**config.mk**
```make
export PLATFORM = sky130hd
export DESIGN_NAME = alarm_buzzer_sched
export DESIGN_NICKNAME = d
export VERILOG_FILES = /design/src/rtl/alarm_pkg.sv /design/src/rtl/buzz_timer.sv /design/src/rtl/alarm_buzzer_sched.sv
export SDC_FILE = /design/constraint.sdc
export NUM_CORES = 1
export LEC_CHECK = 0
export BUFFER_PORTS_ARGS = -buffer_cell sky130_fd_sc_hd__buf_2
export CAP_MARGIN = 15
export CORE_MARGIN = 2
export CORE_UTILIZATION = 60
export CTS_CLUSTER_DIAMETER = 80
export CTS_CLUSTER_SIZE = 12
export DETAILED_ROUTE_END_ITERATION = 6
export HOLD_SLACK_MARGIN = 0.15
export PLACE_DENSITY = 0.89
export SLEW_MARGIN = 20
export SYNTH_ARGS = -nofsm -noshare
export SYNTH_HDL_FRONTEND = slang
export SYNTH_SLANG_ARGS = --single-unit
```
**constraint.sdc**
```tcl
create_clock -name clk_100Hz -period 9.4 [get_ports clk_100Hz]
set_clock_uncertainty 0.15 [all_clocks]
set_input_delay 0.94 -clock clk_100Hz [delete_from_list [all_inputs] [get_ports clk_100Hz]]
set_output_delay 0.94 -clock clk_100Hz [all_outputs]
set_load 0.005 [all_outputs]
```
**src/rtl/alarm_pkg.sv**
```systemverilog
// Shared types for the alarm buzzer scheduler: FSM states, grant codes,
// tick-count type and small state decode helpers.
package alarm_pkg;

    typedef enum logic [2:0] {
        IDLE,
        CLICK,
        CHIME,
        ALARM_ON,
        ALARM_OFF,
        SNOOZE
    } state_t;

    localparam logic [1:0] GRANT_NONE  = 2'd0;
    localparam logic [1:0] GRANT_CLICK = 2'd1;
    localparam logic [1:0] GRANT_CHIME = 2'd2;
    localparam logic [1:0] GRANT_ALARM = 2'd3;

    localparam int TICK_W = 15;
    typedef logic [TICK_W-1:0] tick_t;

    // Which requester owns the buzzer in a given state
    function automatic logic [1:0] grant_of(state_t s);
        case (s)
            CLICK:                        return GRANT_CLICK;
            CHIME:                        return GRANT_CHIME;
            ALARM_ON, ALARM_OFF, SNOOZE:  return GRANT_ALARM;
            default:                      return GRANT_NONE;
        endcase
    endfunction

    // True for every state that belongs to the alarm life cycle
    function automatic logic is_alarm(state_t s);
        return (s == ALARM_ON) || (s == ALARM_OFF) || (s == SNOOZE);
    endfunction

    // True for every state that drives the buzzer high
    function automatic logic sounds(state_t s);
        return (s == CLICK) || (s == CHIME) || (s == ALARM_ON);
    endfunction

endpackage

```
**src/rtl/buzz_timer.sv**
```systemverilog
// Loadable 15-bit phase down-counter. Loading a length L makes 'done'
// rise in the L-th cycle after the load edge, i.e. the last phase cycle.
module buzz_timer
    import alarm_pkg::*;
(
    input  logic  clk_100Hz,
    input  logic  rst_n,
    input  logic  load,
    input  tick_t len,
    output logic  done
);

    tick_t tcnt_q;

    // Load len-1 so that a zero count marks the final cycle of the phase
    always_ff @(posedge clk_100Hz or negedge rst_n) begin
        if (!rst_n) begin
            tcnt_q <= '0;
        end else if (load) begin
            tcnt_q <= len - tick_t'(1);
        end else if (tcnt_q != '0) begin
            tcnt_q <= tcnt_q - tick_t'(1);
        end
    end

    assign done = (tcnt_q == '0);

endmodule

```
**src/rtl/alarm_buzzer_sched.sv**
```systemverilog
// Single-buzzer scheduler: arbitrates click, chime and alarm requests and
// sequences the alarm beep/snooze/timeout cycle from the 100 Hz tick.
// Optional feature macro: ALARM_BUZZER_SCHED_MISSED_EN keeps the sticky
// alarm_missed flag; without it the flag is tied low.
module alarm_buzzer_sched
    import alarm_pkg::*;
#(
    parameter int CLICK_TICKS  = 5,
    parameter int CHIME_TICKS  = 100,
    parameter int BEEP_TICKS   = 50,
    parameter int SNOOZE_TICKS = 30000,
    parameter int MAX_BEEPS    = 120
) (
    input  logic       clk_100Hz,
    input  logic       rst_n,
    input  logic       click_req,
    input  logic       chime_req,
    input  logic       alarm_req,
    input  logic       snooze,
    input  logic       stop,
    output logic       buzzer,
    output logic [1:0] grant,
    output logic       alarm_active,
    output logic       alarm_missed
);

    localparam int    BW         = $clog2(MAX_BEEPS + 1);
    localparam tick_t CLICK_LEN  = tick_t'(CLICK_TICKS);
    localparam tick_t CHIME_LEN  = tick_t'(CHIME_TICKS);
    localparam tick_t BEEP_LEN   = tick_t'(BEEP_TICKS);
    localparam tick_t SNOOZE_LEN = tick_t'(SNOOZE_TICKS);

    state_t        state_q, state_d;
    logic [BW-1:0] bcnt_q, bcnt_d;
    logic          pend_q, pend_d;
    logic          tmr_load;
    tick_t         tmr_len;
    logic          tmr_done;
    logic          in_alarm;
    logic          buzzer_q;
    logic [1:0]    grant_q;
    logic          active_q;
`ifdef ALARM_BUZZER_SCHED_MISSED_EN
    logic          timeout;
    logic          missed_q;
`endif

    buzz_timer u_timer (
        .clk_100Hz (clk_100Hz),
        .rst_n     (rst_n),
        .load      (tmr_load),
        .len       (tmr_len),
        .done      (tmr_done)
    );

    assign in_alarm = is_alarm(state_q);

    // Next-state decode: events in priority order, then phase expiry
    always_comb begin
        state_d  = state_q;
        bcnt_d   = bcnt_q;
        pend_d   = pend_q;
        tmr_load = 1'b0;
        tmr_len  = '0;
`ifdef ALARM_BUZZER_SCHED_MISSED_EN
        timeout  = 1'b0;
`endif
        if (chime_req && (in_alarm || state_q == CLICK)) begin
            pend_d = 1'b1;
        end
        if (stop && in_alarm) begin
            state_d = IDLE;
            pend_d  = 1'b0;
        end else if (alarm_req && !in_alarm) begin
            state_d  = ALARM_ON;
            bcnt_d   = '0;
            tmr_load = 1'b1;
            tmr_len  = BEEP_LEN;
        end else if (snooze && (state_q == ALARM_ON || state_q == ALARM_OFF)) begin
            state_d  = SNOOZE;
            bcnt_d   = '0;
            tmr_load = 1'b1;
            tmr_len  = SNOOZE_LEN;
        end else begin
            case (state_q)
                IDLE: begin
                    if (chime_req) begin
                        state_d  = CHIME;
                        tmr_load = 1'b1;
                        tmr_len  = CHIME_LEN;
                    end else if (click_req) begin
                        state_d  = CLICK;
                        tmr_load = 1'b1;
                        tmr_len  = CLICK_LEN;
                    end
                end
                CLICK: begin
                    if (click_req) begin
                        tmr_load = 1'b1;
                        tmr_len  = CLICK_LEN;
                    end else if (tmr_done) begin
                        if (pend_d) begin
                            state_d  = CHIME;
                            pend_d   = 1'b0;
                            tmr_load = 1'b1;
                            tmr_len  = CHIME_LEN;
                        end else begin
                            state_d = IDLE;
                        end
                    end
                end
                CHIME: begin
                    if (tmr_done) begin
                        if (pend_q) begin
                            pend_d   = 1'b0;
                            tmr_load = 1'b1;
                            tmr_len  = CHIME_LEN;
                        end else begin
                            state_d = IDLE;
                        end
                    end
                end
                ALARM_ON: begin
                    if (tmr_done) begin
                        bcnt_d = bcnt_q + BW'(1);
                        if (bcnt_d == BW'(MAX_BEEPS)) begin
                            state_d = IDLE;
                            pend_d  = 1'b0;
`ifdef ALARM_BUZZER_SCHED_MISSED_EN
                            timeout = 1'b1;
`endif
                        end else begin
                            state_d  = ALARM_OFF;
                            tmr_load = 1'b1;
                            tmr_len  = BEEP_LEN;
                        end
                    end
                end
                ALARM_OFF, SNOOZE: begin
                    if (tmr_done) begin
                        state_d  = ALARM_ON;
                        tmr_load = 1'b1;
                        tmr_len  = BEEP_LEN;
                    end
                end
                default: state_d = IDLE;
            endcase
        end
    end

    // State, counters and outputs, all registered from the next state
    always_ff @(posedge clk_100Hz or negedge rst_n) begin
        if (!rst_n) begin
            state_q  <= IDLE;
            bcnt_q   <= '0;
            pend_q   <= 1'b0;
            buzzer_q <= 1'b0;
            grant_q  <= GRANT_NONE;
            active_q <= 1'b0;
        end else begin
            state_q  <= state_d;
            bcnt_q   <= bcnt_d;
            pend_q   <= pend_d;
            buzzer_q <= sounds(state_d);
            grant_q  <= grant_of(state_d);
            active_q <= is_alarm(state_d);
        end
    end

`ifdef ALARM_BUZZER_SCHED_MISSED_EN
    // Sticky missed flag: set by auto-timeout, cleared by any stop press
    always_ff @(posedge clk_100Hz or negedge rst_n) begin
        if (!rst_n) begin
            missed_q <= 1'b0;
        end else if (stop) begin
            missed_q <= 1'b0;
        end else if (timeout) begin
            missed_q <= 1'b1;
        end
    end
    assign alarm_missed = missed_q;
`else
    assign alarm_missed = 1'b0;
`endif

    assign buzzer       = buzzer_q;
    assign grant        = grant_q;
    assign alarm_active = active_q;

endmodule

```
==> impl_metrics.json <==
{
  "outcome": "completed",
  "drtPass1Iterations": 5,
  "fin_crit_sh_pct": 44.1,
  "syn_to_final_growth_pct": 5.82,
  "hp-class": "reg -> reg",
  "startpoint_type": "flop",
  "core_um2": 3340,
  "fmax_mhz": 241,
  "wl_per_cell_um": 15.9,
  "cts_tree": "yes",
  "tns_ns": 0,
  "ys_seq_elements": 30,
  "required_ns": 9.49,
  "routed_wl_mm": 4.73,
  "finalHoldViolations": 0,
  "timing.hold.ws_ns": 0.344,
  "drive_above_1_share_pct": 14.7,
  "grt_max_degree": 31,
  "synth_flop_cell": "dfrtp_1",
  "initial_core_util_pct": 62.5,
  "clk_pin_slew_worst_paths_ns": 0.10,
  "dp_hpwl_mm": 3.48,
  "grt_pass1_vias": 1696,
  "num_antenna_cells": 0,
  "crit_type": "reg -> reg",
  "die_width_um": 63.0,
  "synth_top_cell_by_area": "dfrtp_1",
  "slew_headroom_pct": 56.0,
  "root_buffer": "clkbuf_4",
  "rows": 21,
  "fin_ws_ns": 5.25,
  "drtAntennaViolNets": 0,
  "max_slew.worst_pin.slew_ns": 0.660,
  "netSwitchingPower_uw": 330,
  "grt_setup_unrepaired": "false",
  "pwr_density_cell_nw_per_um2": 314,
  "dieArea_um2": 3970,
  "clockBufferDepth": 2,
  "netlist_top_cells_area": "dfrtp_1, o21ai_0, nor2_1",
  "io_pins": 12,
  "yosys_warnings": 0,
  "htreeDepth": 2,
  "design_area_um2": 2210,
  "drt_iter0_drc": 330,
  "synth_most_common_cell": "dfrtp_1",
  "grt_usage_pct": 26.0,
  "post_cts_buffers": 0,
  "cts_sinks": 30,
  "ys_seq_area_share_pct": 36.0,
  "synth-edff-count": 0,
  "dp.cells": 289,
  "end_kind": "flop",
  "clock_latency_ns": 0.34,
  "synth_area_um2": 2090,
  "synth_cell_type_count": 65,
  "globalplace.congestion": 0.933,
  "place_area_um2": 2130,
  "cp.arrival_ns": 4.24,
  "synthCells": 241,
  "swShare_pct": 47.6,
  "vias": 1910,
  "ctsHoldBuffers": 0,
  "final_cell_count_no_fill": 297,
  "grt_first_pass_wirelength_mm": 8.06,
  "grt_antenna_before_repair": 0,
  "syn-num-nets": 250,
  "place.port_buffers": 10,
  "setup_violations": 0,
  "finalCriticalPeriod_ns": 4.15,
  "p_comb_share_pct": 55.1,
  "cts_resized": 0,
  "cts-buffers-inserted": 5,
  "dp_slack_ns": 5.35,
  "drc": 0,
  "power.internal_uw": 363,
  "drv_slew": 0,
  "seqPwrFrac_pct": 30.3,
  "nets": 259,
  "synth_top_area_share_pct": 36.0,
  "async_flop_share_pct": 100,
  "routed_via_density": 6.43,
  "cap_viol_max_count": 0,
  "peakVddDrop_uv": 170,
  "yosys-top-cells-count": "dfrtp_1, nor2_1, nand2_1, o21ai_0, inv_1",
  "path_max_fanout": 13,
  "die_y_um": 63.0,
  "leakage_nw": 0.924,
  "pwr-share-clk_pct": 14.6,
  "syn_avg_cell_area_um2": 8.66,
  "overflow": 0
}
==> registers in the layout (all words and copies together), names as in the netlist <==
name and flops:
state_q 3, bcnt_q 7, u_timer.tcnt_q 15, grant 2, pend_q 1, buzzer 1, alarm_active 1
==> area by class of cell <==
| cell class | instances | area, um^2 |
|---|---|---|
| repair buffers | 10 | 50.0 |
| clock inverters | 3 | 40.0 |
| flip-flops and latches | 30 | 751 |
| inverters | 9 | 33.8 |
| fillers | 294 | 1130 |
| well taps | 46 | 57.6 |
| multi-input cells | 194 | 1240 |
| clock buffers | 5 | 37.5 |
==> worst paths after layout <==
kind                            slack (ns)  cells past startpoint                 end               from
worst min-delay path                  0.34                      1           bcnt_q[6]          bcnt_q[6]
worst max register to register        5.25                     11  u_timer.tcnt_q[14]  u_timer.tcnt_q[8]
min in group asynchronous             0.47                      1   u_timer.tcnt_q[8]              rst_n
max in group asynchronous             8.19                      1   u_timer.tcnt_q[9]              rst_n
worst min register to register        0.34                      1           bcnt_q[6]          bcnt_q[6]
worst max-delay path                  5.25                     11  u_timer.tcnt_q[14]  u_timer.tcnt_q[8]
==> kinds of logic after synthesis <==
logic type,synth area share [%]
adder cells (fa/ha/maj),1.20
AND/OR/NAND/NOR,27.8
XOR/XNOR,1.26
other,0.180
flip-flops,36.0
AO/OA/AOI/OAI,27.5
buffers and inverters,4.68
multiplexers,1.44
==> placed cells by master (no fill, tap or decap), types with 3 or more instances in the layout <==
cell / count
and3_1: 3
dfrtp_1: 30
o21ai_1: 5
nand2b_1: 4
clkbuf_4: 5
inv_1: 9
a21oi_1: 8
a31oi_1: 3
buf_2: 10
o21ai_0: 24
nand3_1: 7
a211oi_1: 3
nor3_1: 5
a221oi_1: 5
and2_1: 5
nand2_1: 26
mux2i_1: 3
nor2_1: 28
o31ai_1: 4
nor2b_1: 6
==> through the flow <==
stage                     power [mW]  utilization, %
final                          0.693            66.2
after floorplan                0.509               -
after global placement         0.579            63.9
after global routing           0.747            66.2
after detailed placement       0.585            63.9
after CTS                      0.688            66.2
==> power groups by stage <==
stage                     clock network, mW  logic (mW)  registers, mW
final                                 0.101       0.382          0.210
after detailed placement                  0       0.374          0.211
after global routing                  0.109       0.421          0.217
after global placement                    0       0.368          0.211
after floorplan                           0       0.315          0.194
after CTS                             0.104       0.376          0.208
==> worst max-delay path, cell delays in order (launching register included) <==
cell	delay, ns
dfrtp_1	0.42
or4_4	0.56
or4_4	0.48
nor2_2	0.46
nand2_1	0.20
a31o_2	0.38
a21oi_1	0.21
ha_1	0.21
o21ai_1	0.16
nor4_4	0.47
nand2_1	0.10
a31o_1	0.23
==> metal layers <==
metal	vias to the layer above	part of all wire (%)	GRT usage, %
met2	96	44	37.2
met1	903	46	38.9
met4	0	1.2	12.2
li1	906	-	-
met3	5	8.7	3.24
met5	-	0	0
Note: power is estimated with default switching activity, not from simulation.
